===== config.mk =====
export PLATFORM = sky130hd
export DESIGN_NAME = pipe_stage_buffer
export DESIGN_NICKNAME = d
export VERILOG_FILES = /design/src/rtl/pipe_stage_buffer_pkg.sv /design/src/rtl/pipe_buf_ptr.sv /design/src/rtl/pipe_stage_buffer.sv
export SDC_FILE = /design/constraint.sdc
export NUM_CORES = 1
export LEC_CHECK = 0
export BUFFER_PORTS_ARGS = -buffer_cell sky130_fd_sc_hd__buf_2
export CAP_MARGIN = 15
export CORE_AREA = 2 2 163 165
export CTS_CLUSTER_DIAMETER = 100
export DETAILED_ROUTE_END_ITERATION = 10
export DIE_AREA = 0 0 165 167
export SLEW_MARGIN = 10
export SYNTH_ARGS = -nofsm -noshare
export SYNTH_HDL_FRONTEND = slang
export SYNTH_SLANG_ARGS = --single-unit

===== constraint.sdc =====
create_clock -name clk -period 15.9 [get_ports clk]
set_clock_uncertainty 0.2 [all_clocks]
set_input_delay 0.795 -clock clk [delete_from_list [all_inputs] [get_ports clk]]
set_output_delay 0.795 -clock clk [all_outputs]
set_load 0.01 [all_outputs]

===== src/rtl/pipe_stage_buffer_pkg.sv =====
// Shared types for the decode->execute elastic buffer: controller sideband,
// execute-stage payload, and default sizing.
package pipe_stage_buffer_pkg;

  typedef enum logic [3:0] {
    OP1_REG  = 4'd0,
    OP1_PC   = 4'd1,
    OP1_ZERO = 4'd2,
    OP1_IMM  = 4'd3
  } AluOp1Type;

  typedef enum logic [2:0] {
    OP2_REG  = 3'd0,
    OP2_IMM  = 3'd1,
    OP2_FOUR = 3'd2,
    OP2_ZERO = 3'd3
  } AluOp2Type;

  typedef struct packed {
    AluOp1Type aluOp1Type;
    AluOp2Type aluOp2Type;
    logic      isStore;
  } PipeBufCtrl;

  typedef struct packed {
    logic [31:0] pc;
    logic [31:0] op1Val;
    logic [31:0] op2Val;
  } ExecuteStagePipeReg;

  localparam int PIPE_BUF_CTRL_W        = $bits(PipeBufCtrl);
  localparam int PIPE_BUF_PAYLOAD_W     = $bits(ExecuteStagePipeReg);
  localparam int PIPE_BUF_DEPTH_DEFAULT = 2;

  // A single-entry buffer still needs a 1-bit pointer to index storage.
  function automatic int ptr_width(input int depth);
    return (depth > 1) ? $clog2(depth) : 1;
  endfunction

endpackage


===== src/rtl/pipe_buf_ptr.sv =====
// Modulo-DEPTH pointer with increment enable and synchronous clear; wraps by
// explicit compare so non-power-of-two depths work.
module pipe_buf_ptr
  import pipe_stage_buffer_pkg::*;
#(
  parameter int DEPTH = PIPE_BUF_DEPTH_DEFAULT,
  parameter int PTR_W = ptr_width(DEPTH)
) (
  input  logic             clk,
  input  logic             rst,
  input  logic             clr,
  input  logic             inc,
  output logic [PTR_W-1:0] ptr
);

  logic [PTR_W-1:0] ptr_q;
  logic [PTR_W-1:0] ptr_d;

  always_comb begin
    ptr_d = ptr_q;
    if (clr) begin
      ptr_d = '0;
    end else if (inc) begin
      ptr_d = (ptr_q == PTR_W'(DEPTH - 1)) ? '0 : ptr_q + PTR_W'(1);
    end
  end

  always_ff @(posedge clk or negedge rst) begin
    if (!rst) begin
      ptr_q <= '0;
    end else begin
      ptr_q <= ptr_d;
    end
  end

  assign ptr = ptr_q;

endmodule


===== src/rtl/pipe_stage_buffer.sv =====
// DEPTH-entry valid/ready elastic buffer between decode and execute, with flush,
// occupancy and head-sideband export. Optional same-cycle bypass: PIPE_STAGE_BUFFER_BYPASS_EN.
module pipe_stage_buffer
  import pipe_stage_buffer_pkg::*;
#(
  parameter int PAYLOAD_W = PIPE_BUF_PAYLOAD_W,
  parameter int CTRL_W    = PIPE_BUF_CTRL_W,
  parameter int DEPTH     = PIPE_BUF_DEPTH_DEFAULT
) (
  input  logic                       clk,
  input  logic                       rst,
  input  logic                       in_valid,
  output logic                       in_ready,
  input  logic [PAYLOAD_W-1:0]       in_payload,
  input  logic [CTRL_W-1:0]          in_ctrl,
  input  logic                       flush,
  output logic                       out_valid,
  input  logic                       out_ready,
  output logic [PAYLOAD_W-1:0]       out_payload,
  output logic [CTRL_W-1:0]          out_ctrl,
  output logic                       stall,
  output logic [$clog2(DEPTH+1)-1:0] occupancy
);

  localparam int PTR_W   = ptr_width(DEPTH);
  localparam int OCC_W   = $clog2(DEPTH + 1);
  localparam int ENTRY_W = PAYLOAD_W + CTRL_W;

  logic [OCC_W-1:0]   occ_q;
  logic [OCC_W-1:0]   occ_d;
  logic [PTR_W-1:0]   rd_ptr;
  logic [PTR_W-1:0]   wr_ptr;
  logic [ENTRY_W-1:0] mem [DEPTH];
  logic [ENTRY_W-1:0] in_entry;
  logic [ENTRY_W-1:0] out_entry;
  logic               stored_valid;
  logic               bypass_active;
  logic               push;
  logic               pop;
  logic               store_wr;
  logic               store_rd;

  assign in_entry     = {in_payload, in_ctrl};
  assign stored_valid = (occ_q != '0);
  assign in_ready     = (occ_q < OCC_W'(DEPTH));
  assign stall        = !in_ready;
  assign occupancy    = occ_q;

`ifdef PIPE_STAGE_BUFFER_BYPASS_EN
  assign bypass_active = !stored_valid && in_valid && !flush;
  assign out_valid     = stored_valid || bypass_active;
  assign out_entry     = stored_valid ? mem[rd_ptr] : in_entry;
`else
  assign bypass_active = 1'b0;
  assign out_valid     = stored_valid;
  assign out_entry     = mem[rd_ptr];
`endif

  assign out_payload = out_valid ? out_entry[ENTRY_W-1:CTRL_W] : '0;
  assign out_ctrl    = out_valid ? out_entry[CTRL_W-1:0]       : '0;

  assign push = in_valid && in_ready && !flush;
  assign pop  = out_valid && out_ready && !flush;

  // A bypassed entry that is consumed immediately never touches storage.
  assign store_wr = push && !(bypass_active && out_ready);
  assign store_rd = pop && !bypass_active;

  always_comb begin
    occ_d = occ_q;
    if (flush) begin
      occ_d = '0;
    end else if (store_wr && !store_rd) begin
      occ_d = occ_q + OCC_W'(1);
    end else if (store_rd && !store_wr) begin
      occ_d = occ_q - OCC_W'(1);
    end
  end

  always_ff @(posedge clk or negedge rst) begin
    if (!rst) begin
      occ_q <= '0;
    end else begin
      occ_q <= occ_d;
    end
  end

  pipe_buf_ptr #(.DEPTH(DEPTH), .PTR_W(PTR_W)) u_rd_ptr (
    .clk (clk),
    .rst (rst),
    .clr (flush),
    .inc (store_rd),
    .ptr (rd_ptr)
  );

  pipe_buf_ptr #(.DEPTH(DEPTH), .PTR_W(PTR_W)) u_wr_ptr (
    .clk (clk),
    .rst (rst),
    .clr (flush),
    .inc (store_wr),
    .ptr (wr_ptr)
  );

  generate
    for (genvar gi = 0; gi < DEPTH; gi++) begin : g_entry
      always_ff @(posedge clk) begin
        if (store_wr && (wr_ptr == PTR_W'(gi))) begin
          mem[gi] <= in_entry;
        end
      end
    end
  endgenerate

endmodule


# [Yosys cells after proc, flatten, opt, wreduce, memory -nomap -nowiden]
# Memories as Yosys holds them, arrays and structs flattened.
# Cells that the tools add are included.
[op_classes] n_addsub=4 magnitude_cmp=1 n_mux=18 n_bitwise=1 reduce_logical=17
[op_table] cell="104-bit two-way mux" count=1
[op_table] cell="104-bit OR reduction" count=1
[op_table] cell="96-bit two-way mux" count=1
[op_table] cell="1-bit two-way mux" count=12
[op_table] cell="1-bit logical AND" count=8
[op_table] cell="8-bit two-way mux" count=1
[op_table] cell="2-bit two-way mux" count=3
[op_table] cell="2-bit nonzero test" count=3
[op_table] cell="1-bit zero test" count=4
[op_table] cell="3-bit nonzero test" count=1
[op_table] cell="1-bit adder (second input constant)" count=2
[op_table] cell="2-bit by 1-bit adder with 2-bit output (second input constant)" count=1
[op_table] cell="2-bit less-than comparator (second input constant)" count=1
[op_table] cell="2-bit by 1-bit subtractor with 2-bit output (second input constant)" count=1
[op_table] cell="1-bit inverter" count=1
[word_totals] register_bits=4 mem_bits_rw=208 input_bits=109 out_inout_bits=109 n_memories=1
[mem_list] memory="mem" depth=2 word_bits=104 rd=1 rd_ports_with_merged_regs=0 wr=1 line_no="pipe_stage_buffer.sv:33" text="logic [ENTRY_W-1:0] mem [DEPTH];"

# [Depth between registers and ports, before layout]
# Gate-level depths: netlist of run 1.
[depth] word_depth=8 ltp_mapped=5 mapped_depth_nobuf=3

# [Modules after synthesis]
# A second synthesis of run 1 with hierarchy kept.
[hier_totals] cells_unflattened=464 area_unflattened_um2=8099.0
[by_module_without_submodules] module="pipe_stage_buffer" n_inst=1 cells_each=458 area_per_inst_um2=8023.9 seq_area_each_um2=6296.0
[by_module_without_submodules] module="pipe_buf_ptr" n_inst=2 cells_each=3 area_per_inst_um2=37.5 seq_area_each_um2=25.0

# [Least setup slack after synthesis of run 1]
# OpenSTA, ideal clock, no wires.
[synth_path] kind="input to register" from="in in_valid" to="mem mem[1][0] (netlist name), enable pin" setup_time_ns=0.715 arrival_time_ns=8.484 required_ns=14.985 slack_ns=6.501 path_stages=2 n_path_buf=0 cell_sequence="nand2b_1 nor3b_1"
[synth_via] elab_chain_cells=7 word_cells_on_any_way=11 classes_between="mux: 6; reduce/logical: 5"
[synth_lines] item="start, declared" line_no="pipe_stage_buffer.sv:12" text="input logic in_valid,"
[synth_lines] item="1-bit logical AND * (2 in a row)" line_no="pipe_stage_buffer.sv:62" text="assign push = in_valid && in_ready && !flush;"
[synth_lines] item="1-bit logical AND" line_no="pipe_stage_buffer.sv:107" text="if (store_wr && (wr_ptr == PTR_W'(gi))) begin"
[synth_lines] item="1-bit two-way mux" line_no="pipe_stage_buffer.sv:107"
[synth_lines] item="1-bit two-way mux (implied by the code)" line_no="pipe_stage_buffer.sv:108" text="mem[gi] <= in_entry;"
[synth_lines] item="104-bit OR reduction (no line)"
[synth_lines] item="1-bit two-way mux (no line)"
[synth_lines] item="end, declared" line_no="pipe_stage_buffer.sv:33"
# Mark *: on every way between the ends. The rest lies on a longest branch, timed or not.

# [Final worst setup path of run 1]
[layout_path] from="reg u_rd_ptr.ptr_q (netlist: u_rd_ptr.ptr)" to="out out_payload[67]"
[layout_via] elab_chain_cells=2
[layout_lines] item="start, declared" line_no="pipe_buf_ptr.sv:16" text="logic [PTR_W-1:0] ptr_q;"
[layout_lines] item="start signal, assigned" line_no="pipe_buf_ptr.sv:32" text="ptr_q <= ptr_d;"
[layout_lines] item="memory read 2 x 104 bit"
[layout_lines] item="96-bit two-way mux" line_no="pipe_stage_buffer.sv:59" text="assign out_payload = out_valid ? out_entry[ENTRY_W-1:CTRL_W] : '0;"
[layout_lines] item="end, declared" line_no="pipe_stage_buffer.sv:19" text="output logic [PAYLOAD_W-1:0] out_payload,"
# No other way between the ends.

==> results of run 1 <==
-- final cells by class --
type	instances	area share (%)
Tap cell	335	4.10
Sequential cell	212	62.1
Timing Repair Buffer	225	11.2
Inverter	2	0.0734
Antenna cell	1	0.0245
Multi-Input combinational cell	225	15.2
Clock inverter	11	1.03
Clock buffer	30	6.30
-- registers in the layout (all words and copies together) (netlist names) --
| signal | cells |
|---|---|
| u_rd_ptr.ptr | 1 |
| occupancy | 2 |
| mem | 208 |
| u_wr_ptr.ptr | 1 |
-- worst max path at each step --
stage / start / endpoint / slack [ps] / depth (start not counted)
after detailed placement: u_rd_ptr.ptr / out_payload[54] / 12310 / 4
after global placement: u_rd_ptr.ptr / out_payload[54] / 12290 / 4
final: u_rd_ptr.ptr / out_payload[67] / 11880 / 4
after CTS: u_rd_ptr.ptr / out_payload[67] / 11750 / 4
after global routing: u_rd_ptr.ptr / out_payload[67] / 11650 / 4
after floorplan: in_valid / mem[1][0] / 6500 / 2
-- cell families (layout without fill, tap and decap cells) --
kind of cell           after synthesis  after routing
AO/OA/AOI/OAI                        4              4
XOR/XNOR                             2              2
buffers and inverters               26            268
flip-flops                         212            212
multiplexers                       105            105
other                                0              1
AND/OR/NAND/NOR                    114            114
-- synth_stat cells --
| cell | count |
|---|---|
| buf_2 | 10 |
| nor3b_1 | 1 |
| nor3_1 | 1 |
| nor2_1 | 106 |
| edfxtp_1 | 208 |
| inv_1 | 2 |
| dfrtp_1 | 4 |
| xor2_1 | 2 |
| nor2b_1 | 2 |
| nor2_2 | 1 |
| a21oi_1 | 2 |
| mux2_2 | 1 |
| buf_4 | 8 |
| mux2i_1 | 104 |
| buf_8 | 1 |
| nand2_1 | 1 |
| o21ai_0 | 2 |
| buf_12 | 5 |
| nand2b_1 | 2 |
-- layer usage --
metal  GRT usage [%]  share of wire, %
met2            18.7                46
met1            15.7                44
met4            2.38               1.8
met3            3.89               8.5
met5               0              0.17
-- timing repair --
item                      CTS  global route
resized for setup           0             0
hold buffers                1             0
setup buffers               0             0
hold endpoints to repair    4             0
-- critical path: stages (launching register included) --
cell and delay [ps]:
dfrtp_4 940, buf_4 940, mux2i_1 300, nor2_1 60, buf_2 160
-- metrics by stage --
stage	worst slack [ps]	instance area [um2]	std cells	total power (W)	util, %
global placement	12290	9470	998	0.000769	36.7
CTS	11750	10200	1040	0.00130	39.7
global route	11650	10200	1040	0.00134	39.7
floorplan	6500	8110	463	0.000730	-
detailed placement	12310	9470	998	0.000771	36.7
finish	11880	10200	1041	0.00128	39.7
-- power by group --
part	switching (W)	internal, W	total (W)
clock network	0.000206	0.000317	0.000523
logic	0.0000628	0.0000442	0.000107
registers	0.00000984	0.000640	0.000650
total	0.000279	0.00100	0.00128
==> impl_metrics.toml, run 1 <==
[die]
fp.dieH_um = 167
die-area_um2 = 27600
die_x_um = 165
pin_count = 218
design.core.area_um2 = 25800
start_util_pct = 31.5
rows = 59

[worst_hold_path]
min_from = "in_payload[31]"
min_path_cells = 1
hold_end = "mem[0][39]"
min_path_type = "in -> reg"

[global_route]
grt.overflow.total = 0
grt_pass1_vias = 4641
grt_pass1_wl_um = 25200
groute.usage.overall_pct = 11.8
antenna_found_initial = 3
grt_max_degree = 75

[power]
p_per_area_nw_per_um2 = 125
leakagePower_nw = 3.84
ir_worst_vdd_uv = 83.1

[synthesis]
yosysTopAreaCell = "edfxtp_1"
ys_warn_count = 0
synth_cells = 463
synthAdderAreaFrac_pct = 0
synth_top_area_share_pct = 77.0
yosys-top-cells-area = "edfxtp_1 77%, mux2i_1 13%, nor2_1 4.9%"
synth-simple-area-share_pct = 5.49
synth_compound_area_share_pct = 0.247
synth_top_family_by_area = "multiplexers"
yosysSeqAreaShare_pct = 78.2
syn_nets = 572
synth_cell_types = 19
syn_area_per_cell_um2 = 17.5
synthXorXnorAreaFrac_pct = 0.216
synthMuxAreaShare_pct = 13.0
netlist_area_um2 = 8110
ys_seq_elements = 212

[cts]
cts.path.max_buffers = 3
clock_sinks = 212
ctsHtreeMaxLevel = 1
worstSkewPairLatency_ps = 500
path_clk_slew_ps = 60
clock-root-buffer = "clkbuf_16"
numCtsBuffers = 24
cts_tree = "done"

[sta]
slew_viol_final = 0
hold_viol = 0
finalCritPeriodShare_pct = 25.3
tns_ps = 0
timing.fmax_ghz = 0.249
rsz0062_at_grt = "false"
slew_headroom_pct = 26.5
worst_pin_slew_ps = 1100
period_minus_slack_ps = 4020
setup-violations-final = 0
fin_hold_ws_ps = 273

[critical_path]
start_kind = "flop"
reg2reg_to = "u_rd_ptr.ptr"
reg2reg_slack_ps = 13380
r2r_start = "u_rd_ptr.ptr"
r2r_cells = 3
critPathArrivalTime_ps = 3020
critPathKind = "reg -> out"
path_max_fanout = 60
endpoint_kind = "output pin"
cp_data_required_time_ps = 14910

[place]
gp_congestion = 0.712
port_buffers = 217
hpwl_um = 10100

[route]
ant_nets = 0
first_pass_iters = 5
wirelength_um = 16700
drt_iter0_markers = 326
wl_per_cell_um = 16.1
via_count = 4586
drc = 0
via_per_inst = 4.41

[cells_and_area]
layout_common_cells = "217 x buf_2, 208 x edfxtp_1, 106 x nor2_1, 104 x mux2i_1, 25 x clkbuf_16"
nets = 799
multi_input_area_um2 = 1550
regArea_um2 = 6350
synthToLayoutAreaGrowth_pct = 26.0
fill_cells = 2444
layout_commonest_cell = "buf_2"
drive_above_1_share_pct = 37.0

[status]
outcome = "finished, final reports clean"

[job]
cap_viol_max_count = 0
(Power assumes the default switching activity.)
==> run 2, diff against run 1 <==
--- a/config.mk
+++ b/config.mk
@@ -5,12 +5,13 @@
 export SDC_FILE = /design/constraint.sdc
 export NUM_CORES = 1
 export LEC_CHECK = 0
+export ABC_AREA = 1
 export BUFFER_PORTS_ARGS = -buffer_cell sky130_fd_sc_hd__buf_2
 export CAP_MARGIN = 15
-export CORE_AREA = 2 2 163 165
+export CORE_AREA = 2 2 162 164
 export CTS_CLUSTER_DIAMETER = 100
 export DETAILED_ROUTE_END_ITERATION = 10
-export DIE_AREA = 0 0 165 167
+export DIE_AREA = 0 0 164 166
 export SLEW_MARGIN = 10
 export SYNTH_ARGS = -nofsm -noshare
 export SYNTH_HDL_FRONTEND = slang
==> constraint.sdc (replaced) <==
create_clock -name clk -period 3.5 [get_ports clk]
set_clock_uncertainty 0.2 [all_clocks]
set_input_delay 0.175 -clock clk [delete_from_list [all_inputs] [get_ports clk]]
set_output_delay 0.175 -clock clk [all_outputs]
set_load 0.01 [all_outputs]
==> run 2 against run 1 <==
  * Hold slack worse by 86 ps
  * Via count is 23% higher
  * Cell count is 22% higher
  * Clock power grew to 4.1 times the previous value
  * Worst setup slack worse by 11000 ps
  * Count of clock-buffer cells in the layout is 3 higher
  * Highest routed layer is now met4
  * Sequential share of layout area is 5.6 points lower
  * Synthesized cell count is 28% higher
  * Largest cell class unchanged
  * Area after synthesis is 0.91% lower
  * Flip-flop and latch count stayed put
  * First-iteration DRC count is 8.3% higher
==> impl_metrics.toml, run 2 <==
[status]
outcome = "finished, final reports clean"

[die]
die_x_um = 164
die-area_um2 = 27200
design.core.area_um2 = 25600
rows = 59
pin_count = 218
fp.dieH_um = 166
start_util_pct = 31.4

[critical_path]
endpoint_kind = "output pin"
critPathBufInv = 2
r2r_cells = 9
cp.depth = 4
cp_data_required_time_ps = 3120
path_max_fanout = 72
critPathKind = "reg -> out"
startpoint = "u_rd_ptr.ptr"
critPathArrivalTime_ps = 2490
start_kind = "flop"
cp_slowest_cell = "dfrtp_4"
r2r_start = "occupancy[1]"
crit_chain = "buf_4, nand2_1, a21oi_1, buf_2"
max_stage_delay_ps = 690
crit_family = "buffers and inverters"

[route]
first_pass_iters = 4
via_per_inst = 4.44
drt_iter0_markers = 353
wl_per_cell_um = 15.3
wirelength_um = 19400
via_count = 5635
ant_nets = 0
drc = 0

[synthesis]
synthFlopType = "edfxtp_1"
yosys-top-cells-area = "edfxtp_1 78%, nand2_1 10%, a21oi_1 6.5%"
yosysTopAreaCell = "edfxtp_1"
yosysSeqAreaShare_pct = 78.9
synth_top_area_share_pct = 77.7
netlist_top_cells_count = "217 x nand2_1, 208 x edfxtp_1, 105 x a21oi_1"
ys_warn_count = 0
synth_cells = 591
netlist_area_um2 = 8040
yosysMostFrequentCell = "nand2_1"
synth_cell_types = 18
synth-edff-count = 208
syn_area_per_cell_um2 = 13.6
ys_async_sr_fraction_pct = 1.89
ys_seq_elements = 212
syn_nets = 700

[cells_and_area]
antenna_cells = 0
largest_register = "mem"
layout_common_cells = "217 x nand2_1, 217 x buf_2, 208 x edfxtp_1, 112 x dlygate4sd3_1, 105 x a21oi_1"
fin_cells = 1270
drive_above_1_share_pct = 28.6
synthToLayoutAreaGrowth_pct = 39.7
final_cell_area_um2 = 11200
largest_reg_flops = 208
post-route-util_pct = 43.8
nets = 1028
fill_cells = 2310

[global_route]
groute.usage.overall_pct = 13.9
grt_pass1_wl_um = 30000
grt_max_degree = 73
grt.overflow.total = 0
grt_pass1_vias = 5796
antenna_found_initial = 0

[cts]
ctsHtreeMaxLevel = 1
cts_tree = "done"
clock_sinks = 212
numCtsBuffers = 23
cts.path.max_buffers = 3
cts_setup_buffers = 0
worstSkewPairLatency_ps = 510
clock-root-buffer = "clkbuf_16"
path_clk_slew_ps = 60

[sta]
fin_hold_ws_ps = 187
tns_ps = 0
finalCritPeriodShare_pct = 81.8
setup-violations-final = 0
rsz0062_at_grt = "false"
slew_viol_final = 0
hold_viol = 0
worst_pin_slew_ps = 820
timing.fmax_ghz = 0.349
period_minus_slack_ps = 2860
slew_headroom_pct = 45.3

[place]
hpwl_um = 11200
dp_cells = 1117
port_buffers = 217
place_area_um2 = 9450
gp_congestion = 0.790

[worst_hold_path]
min_path_cells = 2
min_from = "in_payload[6]"
min_path_type = "in -> reg"

[job]
cap_viol_max_count = 0

[power]
leakagePower_nw = 4.50
p_per_area_nw_per_um2 = 525
ir_worst_vdd_uv = 281
## run 2: changes by cell type after synthesis, sizes merged, moves of 3 or more
cell / delta
nand3: +3
mux2i: -104
nor2: -102
inv: +4
nand2: +220
a21oi: +104
buf: +11
## run 2: cell families after synthesis
group	count (synthesis)	share of synthesized area (%)
AO/OA/AOI/OAI	108	6.77
buffers and inverters	41	2.99
flip-flops	212	78.9
AND/OR/NAND/NOR	230	11.3
## run 2: what timing repair did
action	in CTS	in global routing
resized for setup	0	0
hold buffers	112	0
endpoints found under the hold margin	216	0
## run 2: worst register-to-register path, stage by stage (launching register included)
cell and delay (ps):
dfrtp_1 470, nor2_4 140, buf_4 390, nor2_1 100
nand3_1 120, a21oi_2 60, dlygate4sd3_1 580, nand2_1 70
nand2_1 50, dlygate4sd3_1 550
## run 2: per-stage QoR
stage / power [W] / setup slack [ps]
2_1_floorplan: 0.00340 / 453
3_3_place_gp: 0.00371 / 1100
3_5_place_dp: 0.00372 / 1120
4_1_cts: 0.00599 / 550
5_1_grt: 0.00617 / 414
6_report: 0.00589 / 637
## run 2: metal layers
layer | vias to the layer above | global-route usage, % | share of wire, % | wire (um)
li1 | 2742 | - | - | -
met1 | 2682 | 16.3 | 39 | 7610
met2 | 158 | 25.0 | 52 | 10100
met3 | 53 | 2.32 | 4.8 | 935
met4 | 0 | 5.95 | 3.9 | 758
met5 | - | 0 | 0 | 0
## run 2: worst paths after layout
kind                                    to  slack [ps]
setup reg to reg              occupancy[0]         660
setup / recovery           out_payload[37]         640
max in group asynchronous     u_rd_ptr.ptr        2460
hold / removal                  mem[1][14]         190
hold reg to reg               u_wr_ptr.ptr         390
min in group asynchronous     u_wr_ptr.ptr         420
## run 2: area by class of cell
cell class,instances,area (um2),share of cell area [%]
flip-flops and latches,212,6350,56.5
well taps,335,419,3.73
clock buffers,33,613,5.46
clock inverters,8,45.0,0.401
inverters,6,23.8,0.212
multi-input cells,338,1470,13.1
repair buffers,338,2310,20.6
## run 2: report_power, final
group	switching, W	total (W)	internal, W
Clock	0.000922	0.00214	0.00122
Combinational	0.000485	0.000799	0.000314
Sequential	0.0000417	0.00296	0.00291
Total	0.00145	0.00589	0.00445
